--- src/rtl/pong_sound_ctrl.sv ---
// Sound sequencer: turns one-clock game events into timed buzzer beeps.
// Beep length is counted in game_en ticks; the tone comes from the external square waves.
module pong_sound_ctrl #(
   parameter int CNT_W       = 8,
   parameter int PAD_TICKS   = 8,
   parameter int WALL_TICKS  = 4,
   parameter int SCORE_TICKS = 48,
   parameter int SCORE_SEG   = 8
) (
   input  logic       clk,
   input  logic       rst,
   input  logic       game_en,
   input  logic       pad_hit,
   input  logic       wall_hit,
   input  logic       score_evt,
   input  logic       pad_tone,
   input  logic       wall_tone,
   input  logic       mute,
   output logic       buzzer,
   output logic       busy,
   output logic [1:0] snd_id
);

   // Encoding doubles as priority and as the snd_id value.
   typedef enum logic [1:0] {
      IDLE  = 2'd0,
      WALL  = 2'd1,
      PAD   = 2'd2,
      SCORE = 2'd3
   } state_t;

   localparam logic [CNT_W-1:0] PAD_LD   = CNT_W'(PAD_TICKS);
   localparam logic [CNT_W-1:0] WALL_LD  = CNT_W'(WALL_TICKS);
   localparam logic [CNT_W-1:0] SCORE_LD = CNT_W'(SCORE_TICKS);
   localparam logic [CNT_W-1:0] SEG_LD   = CNT_W'(SCORE_SEG);
   localparam logic [CNT_W-1:0] ONE      = CNT_W'(1);

   state_t           r_state;
   logic [CNT_W-1:0] r_tickCnt;
   logic [CNT_W-1:0] r_segCnt;
   logic             r_segSel;
   logic             r_buzzer;
   logic             r_busy;
   logic [1:0]       r_sndId;

   state_t           w_evtState;
   logic             w_accept;
   logic [CNT_W-1:0] w_loadVal;
   logic             w_toneMux;

   always_comb begin
      w_evtState = IDLE;
      if (score_evt)
         w_evtState = SCORE;
      else if (pad_hit)
         w_evtState = PAD;
      else if (wall_hit)
         w_evtState = WALL;
   end

   // Equal priority is accepted too, so a repeated event restarts its sound.
   assign w_accept = (w_evtState != IDLE) && (w_evtState >= r_state);

   always_comb begin
      w_loadVal = '0;
      case (w_evtState)
         WALL:    w_loadVal = WALL_LD;
         PAD:     w_loadVal = PAD_LD;
         SCORE:   w_loadVal = SCORE_LD;
         default: w_loadVal = '0;
      endcase
   end

   always_comb begin
      w_toneMux = 1'b0;
      case (r_state)
         WALL:    w_toneMux = wall_tone;
         PAD:     w_toneMux = pad_tone;
         SCORE:   w_toneMux = r_segSel ? pad_tone : wall_tone;
         default: w_toneMux = 1'b0;
      endcase
   end

   always_ff @(posedge clk) begin
      if (rst) begin
         r_state   <= IDLE;
         r_tickCnt <= '0;
         r_segCnt  <= '0;
         r_segSel  <= 1'b0;
         r_buzzer  <= 1'b0;
         r_busy    <= 1'b0;
         r_sndId   <= 2'd0;
      end else begin
         r_buzzer <= w_toneMux & ~mute;
         if (w_accept) begin
            r_state   <= w_evtState;
            r_tickCnt <= w_loadVal;
            r_busy    <= 1'b1;
            r_sndId   <= w_evtState;
            if (w_evtState == SCORE) begin
               r_segCnt <= SEG_LD;
               r_segSel <= 1'b0;
            end
         end else if (game_en && (r_state != IDLE)) begin
            if (r_tickCnt > ONE) begin
               r_tickCnt <= r_tickCnt - ONE;
               // Segment counter only advances while the jingle is still running.
               if (r_state == SCORE) begin
                  if (r_segCnt > ONE) begin
                     r_segCnt <= r_segCnt - ONE;
                  end else begin
                     r_segCnt <= SEG_LD;
                     r_segSel <= ~r_segSel;
                  end
               end
            end else begin
               r_state   <= IDLE;
               r_tickCnt <= '0;
               r_segCnt  <= '0;
               r_segSel  <= 1'b0;
               r_busy    <= 1'b0;
               r_sndId   <= 2'd0;
            end
         end
      end
   end

   assign buzzer = r_buzzer;
   assign busy   = r_busy;
   assign snd_id = r_sndId;

endmodule

--- config.mk ---
export PLATFORM = sky130hd
export DESIGN_NAME = pong_sound_ctrl
export DESIGN_NICKNAME = d
export VERILOG_FILES = /design/src/rtl/pong_sound_ctrl.sv
export SDC_FILE = /design/constraint.sdc
export NUM_CORES = 1
export LEC_CHECK = 0
export ABC_AREA = 1
export BUFFER_PORTS_ARGS = -buffer_cell sky130_fd_sc_hd__buf_2
export CAP_MARGIN = 15
export CELL_PAD_IN_SITES_DETAIL_PLACEMENT = 1
export CELL_PAD_IN_SITES_GLOBAL_PLACEMENT = 2
export CORE_MARGIN = 3
export CORE_UTILIZATION = 32
export CTS_CLUSTER_SIZE = 16
export DETAILED_ROUTE_END_ITERATION = 12
export PLACE_DENSITY = 0.76
export REMOVE_ABC_BUFFERS = 1
export SETUP_SLACK_MARGIN = 0.05
export SYNTH_ARGS = -nofsm -noshare
export SYNTH_HDL_FRONTEND = slang
export SYNTH_SLANG_ARGS = --single-unit
export TNS_END_PERCENT = 30
--- constraint.sdc ---
create_clock -name clk -period 2.5 [get_ports clk]
set_clock_uncertainty 0.15 [all_clocks]
set_input_delay 0.25 -clock clk [delete_from_list [all_inputs] [get_ports clk]]
set_output_delay 0.25 -clock clk [all_outputs]
set_load 0.05 [all_outputs]
==> results_dict.tcl, run 1 <==
set metrics [dict create \
    p_int_uw 997.3 \
    synth_compound_area_share_pct 11.66 \
    combPwrFrac_pct 62.2 \
    synth_ff_type "dfxtp_1" \
    nFillCells 553 \
    synth_area_um2 1363 \
    setup_viol 0 \
    grt_pass1_wl_um 6368 \
    final_nets 234 \
    multiInputGateArea_um2 795.8 \
    p_seq_share_pct 26.8 \
    first_iter_violations 44 \
    grt_setup_unrepaired "false" \
    dpl_cell_area_um2 1459 \
    totalWireLength_um 3571 \
    critPathCaptureType "register" \
    ys_seq_area_share_pct 30.85 \
    die-height_um 71.26 \
    clk_pin_slew_ps 80 \
    initial_utilization_pct 33.58 \
    tritoncts "done" \
    dr.pass1.iters 4 \
    synth_edf_count 0 \
    die_w_um 71.26 \
    antenna_found_initial 0 \
    cap_violations 0 \
    clock_latency_ps 260 \
    synthXorXnorAreaFrac_pct 1.286 \
    yosysWarnings 0 \
    p_leak_uw 0.0007548 \
    crit_path_max_fanout 13 \
    root_buffer "clkbuf_8" \
    netlist-cell-type-count 29 \
    p_clk_share_pct 11.0 \
    drive_gt1_share_pct 16.06 \
    fmax_ghz 0.4532 \
    power_uw 2123 \
    port_buffers 12 \
    ys_ff_latch 21 \
    worstPathArrival_ps 2220 \
    drc 0 \
    vias 1313 \
    dp_hpwl_um 2888 \
    synth_simple_gate_area_share_pct 39.94 \
    path_class "reg -> reg" \
    fp-row-count 23 \
    finalHoldViolCount 0 \
    vdd_drop_max_uv 510.0 \
    syn_area_per_cell_um2 6.679 \
    via_per_inst 4.899 \
    seq_area_um2 421.7 \
    synth_adder_area_share_pct 5.510 \
    p_sw_share_pct 53.02 \
    io_pins 13 \
    grt_max_degree 14 \
    whs_ps 95.48 \
    grt_overflow 0 \
    netlist_instances 204 \
    core_um2 4058 \
    timing.setup.tns_ps 0 \
    ant_nets 0 \
    synth_top_family_by_area "simple AND/OR/NAND/NOR gates" \
    hold_class "in -> reg" \
    slew_viol_final 0 \
    numCtsBuffers 3 \
    routedWlPerCell_um 13.32 \
    critPathLaunchType "register" \
    fin_crit_ps 2207 \
    max-slew-margin-rel_pct 75.23 \
    p_sw_uw 1125 \
    synth_async_sr_flop_share_pct 0 \
    clockBufferDepth 2 \
    clkSinkCount 21 \
    cts-htree-levels 1 \
    die_area_um2 5077 \
    syn_to_final_growth_pct 11.20 \
    finalCritPeriodShare_pct 88.26 \
    tightestPinTransition_ps 371.1 \
    status "finished, final reports clean" \
    grt_pass1_vias 1320 \
    grtUsageTotal_pct 15.53 \
    antennaDiodeCount 0 \
    crit_required_ps 2510 \
    design_area_um2 1515 \
    gp_congestion 0.8169 \
    p_per_area_nw_per_um2 1401 \
    synthMuxAreaShare_pct 0 \
]
## power groups by stage
stage / combinational, uW / clock [uW] / sequential [uW]
after detailed placement: 1330 / 0 / 575
final: 1320 / 234 / 569
after global placement: 1300 / 0 / 574
after CTS: 1340 / 243 / 569
after floorplan: 979 / 0 / 605
after global routing: 1510 / 258 / 590
## metal layers
metal  vias up  wire length, um  track usage, %
li1        683                -               -
met1       611             1878           22.14
met2        15             1574           24.08
met3         4               87           2.244
met4         0               31           5.010
met5         -                0               0
## sequential cells by signal, summed over array words and instances, names as in the netlist
signal / cells
r_segCnt: 8
r_tickCnt: 8
r_segSel: 1
buzzer: 1
busy: 1
snd_id: 2
## worst max-delay path: stages, from the launching register on
cell	delay, ps
dfxtp_2	400
inv_1	80
ha_1	300
nand2_1	70
nand3_2	130
nand2_4	120
nand2_4	170
nand2_4	80
nor2_4	260
nand2_1	140
nand2_1	150
nor2_1	60
## cells by family after synthesis
logic type,after synthesis
and+or+nand+nor,112
adders and majority gates,6
xor gates and xnor gates,2
AOI/OAI and AO/OA,28
buffers and inverters,35
DFF,21
## synthesized netlist by cell type (2+ instances only)
cell     count  area share (%)
nor2_4       2             1.7
o31ai_1      2             1.1
a31oi_1      2            0.92
o21ai_1      4             1.5
dfxtp_1     21              31
buf_6        2             1.7
o21ai_0      7             2.6
nor2_1      25             6.9
ha_1         6             5.5
nand2_4      5             4.1
inv_2        5             1.4
nand3_1     18             6.6
a21oi_1      9             3.3
nand2_1     47              13
nor2_2       2            0.92
inv_1       27             7.4
xor2_1       2             1.3
nor3_1       5             1.8
nand4_1      3             1.4
## layout by cell type (no fill, tap or decap)
cell type       n
o21a_1          1
o211ai_1        1
nand2_2         1
nor2_4          2
inv_1          27
a21oi_1         9
dfxtp_2         1
dlygate4sd3_1   1
nand3_1        18
o21bai_1        1
clkbuf_8        3
nand2_4         5
nor2_1         25
o31ai_1         2
clkbuf_1        1
buf_2          12
nor2_2          2
o21ai_0         7
o21ai_1         4
nand3b_4        1
nand2_1        47
dfxtp_1        20
a31oi_1         2
nand3_2         1
ha_1            6
nand4_1         3
nor3_1          5
xor2_1          2
nor4_1          1
or2_2           1
a21oi_2         1
inv_2           5
## cell type report
type                       instances  share of cell area [%]
tap                               50                   4.129
multi-input combinational        148                   52.52
timing repair buffer              13                   4.624
clock buffer                       4                   2.973
sequential                        21                   27.83
inverter                          32                   7.927
## per-stage QoR
| stage | setup slack (ps) | utilization, % | instances |
|---|---|---|---|
| final | 293.4 | 37.34 | 268 |
| after floorplan | 213.8 | - | 201 |
| after global placement | 222.7 | 35.95 | 263 |
| after global routing | 79.71 | 37.34 | 268 |
| after detailed placement | 142.1 | 35.95 | 263 |
| after CTS | 179.6 | 37.31 | 268 |
## worst paths after layout
check	from	to	slack, ps	cells after the start
max	snd_id[1]	r_segCnt[5]	290	11
min	rst	r_segCnt[4]	100	2
max reg2reg	snd_id[1]	r_segCnt[5]	290	11
min reg2reg	busy	busy	320	2
## repair_timing
action                                  4_1_cts  5_1_grt
hold endpoints to repair                      1        0
hold buffers                                  1        0
endpoints found under the setup margin        0        4
gates resized for setup                       0        1
buffers inserted                              0        0
No activity file was read; power rests on OpenSTA's default activity.
==> run 2: changes to the inputs <==
--- a/config.mk
+++ b/config.mk
@@ -15,7 +15,6 @@
 export CTS_CLUSTER_SIZE = 16
 export DETAILED_ROUTE_END_ITERATION = 12
 export PLACE_DENSITY = 0.76
-export REMOVE_ABC_BUFFERS = 1
 export SETUP_SLACK_MARGIN = 0.05
 export SYNTH_ARGS = -nofsm -noshare
 export SYNTH_HDL_FRONTEND = slang
==> run 2 against run 1 <==
Compared with the run above: largest cell class unchanged; sequential power hardly changed; via count stayed put; sequential share of layout area is 0.47 points lower; largest power group unchanged; clock power hardly changed; power is 1.9% higher.
==> results_dict.tcl, run 2 (synthesis results as in run 1) <==
set metrics [dict create \
    core_um2 4058 \
    route.met3.wl_um 92 \
    finalHoldViolCount 0 \
    routedWlPerCell_um 13.05 \
    rr_startpoint "snd_id[1]" \
    finalCritPeriodShare_pct 87.63 \
    grt_setup_unrepaired "true" \
    seq_area_um2 420.4 \
    rr_worst_depth 11 \
    hold_class "in -> reg" \
    design_area_um2 1536 \
    clock_latency_ps 270 \
    io_pins 13 \
    via_per_inst 4.845 \
    multiInputGateArea_um2 795.8 \
    slew_viol_final 0 \
    drc 0 \
    crit_path_max_fanout 13 \
    timing.setup.tns_ps 0 \
    hold_depth 2 \
    die-height_um 71.26 \
    gp_congestion 0.8014 \
    numCtsBuffers 3 \
    clkSinkCount 21 \
    grtUsageTotal_pct 15.41 \
    wl_met1_um 1845 \
    clockBufferDepth 2 \
    ant_nets 0 \
    placed_cells 263 \
    worstPathArrival_ps 2200 \
    nFillCells 536 \
    cts-htree-levels 1 \
    fin_crit_ps 2191 \
    p_per_area_nw_per_um2 1408 \
    antenna_found_initial 0 \
    holdPathEnd "r_segCnt[4]" \
    critPathCaptureType "register" \
    antennaDiodeCount 0 \
    whs_ps 101.5 \
    syn-num-nets 219 \
    vdd_drop_max_uv 509.7 \
    r2r_setup_slack_ps 310 \
    vias 1313 \
    port_buffers 12 \
    wl_met2_um 1546 \
    root_buffer "clkbuf_8" \
    reg2reg_to "r_segCnt[1]" \
    crit_required_ps 2510 \
    stdcell_count 271 \
    grt_pass1_vias 1352 \
    final_common_cell "nand2_1" \
    drive_gt1_share_pct 16.74 \
    routed.top_layer "met4" \
    p_leak_uw 0.0007698 \
    fmax_ghz 0.4565 \
    dpl_cell_area_um2 1459 \
    grt_overflow 0 \
    worstHoldStart "rst" \
    final_nets 237 \
    totalWireLength_um 3537 \
    status "finished, final reports clean" \
    tightestPinTransition_ps 354.2 \
    first_iter_violations 40 \
    critPathLaunchType "register" \
    clk_pin_slew_ps 80 \
    grt_pass1_wl_um 6258 \
    max-slew-margin-rel_pct 76.36 \
    fp-row-count 23 \
    syn_to_final_growth_pct 12.76 \
    cap_violations 0 \
    setup_viol 0 \
    initial_utilization_pct 33.58 \
    tritoncts "done" \
    dr.pass1.iters 4 \
    final_cell_mix "nand2_1 (47), inv_1 (27), nor2_1 (25), dfxtp_1 (21), nand3_1 (18)" \
    die_w_um 71.26 \
    grt_max_degree 14 \
    path_class "reg -> reg" \
    final_util_pct 37.87 \
    die_area_um2 5077 \
    dp_hpwl_um 2852 \
]
## run 2: changes by cell type in the layout (fill, tap and decap cells not counted), sizes merged
| cell | before | now |
|---|---|---|
| buf | 12 | 15 |
## run 2: worst max-delay path, cell delays in order, from the launching register on
cell and delay (ps):
dfxtp_1 460, inv_1 90, ha_1 300, nand2_1 60, nand3_2 130, nand2_4 120, nand2_4 170, nand2_4 80
nor2_4 200, nand2_1 130, nand2_1 130, nor2_1 60
## run 2: timing repair
| item | in CTS | in global routing |
|---|---|---|
| hold endpoints to repair | 1 | 0 |
| gates resized for setup | 0 | 0 |
| setup buffers | 0 | 3 |
| hold buffers | 1 | 0 |
| setup endpoints to repair | 0 | 5 |
## run 2: area by class of cell
type	count	area share [%]
inverters	32	7.818
repair buffers	16	6.026
multi-input cells	148	51.79
clock buffers	4	2.932
well taps	50	4.072
flip-flops and latches	21	27.36
## run 2: worst max-delay path by stage
stage	start	endpoint	slack (ps)	cells after the start
after floorplan	snd_id[1]	r_segCnt[5]	250	13
after global routing	snd_id[1]	snd_id[1]	30	9
after CTS	snd_id[1]	r_segCnt[1]	190	11
final	snd_id[1]	r_segCnt[1]	310	11
after detailed placement	score_evt	r_segCnt[1]	140	13
after global placement	score_evt	r_segCnt[1]	220	13
## run 2: through the flow
step                      setup slack, ps  power (uW)
after detailed placement            144.3        1906
after global placement              218.5        1871
after global routing                34.49        2418
after floorplan                     252.3        1618
after CTS                           191.6        2148
final                               309.2        2164
## run 2: power by group
part	total [uW]	leakage [uW]	internal (uW)	switching [uW]
logic	1360	0.000574	454	907
clock network	234	0.0000228	114	121
registers	568	0.000173	460	108
## run 2: routing by layer
layer / track usage [%] / up-vias
met1: 22.29 / 602
met3: 2.525 / 5
met4: 5.010 / 0
met5: 0 / -
met2: 23.27 / 16
li1: - / 690
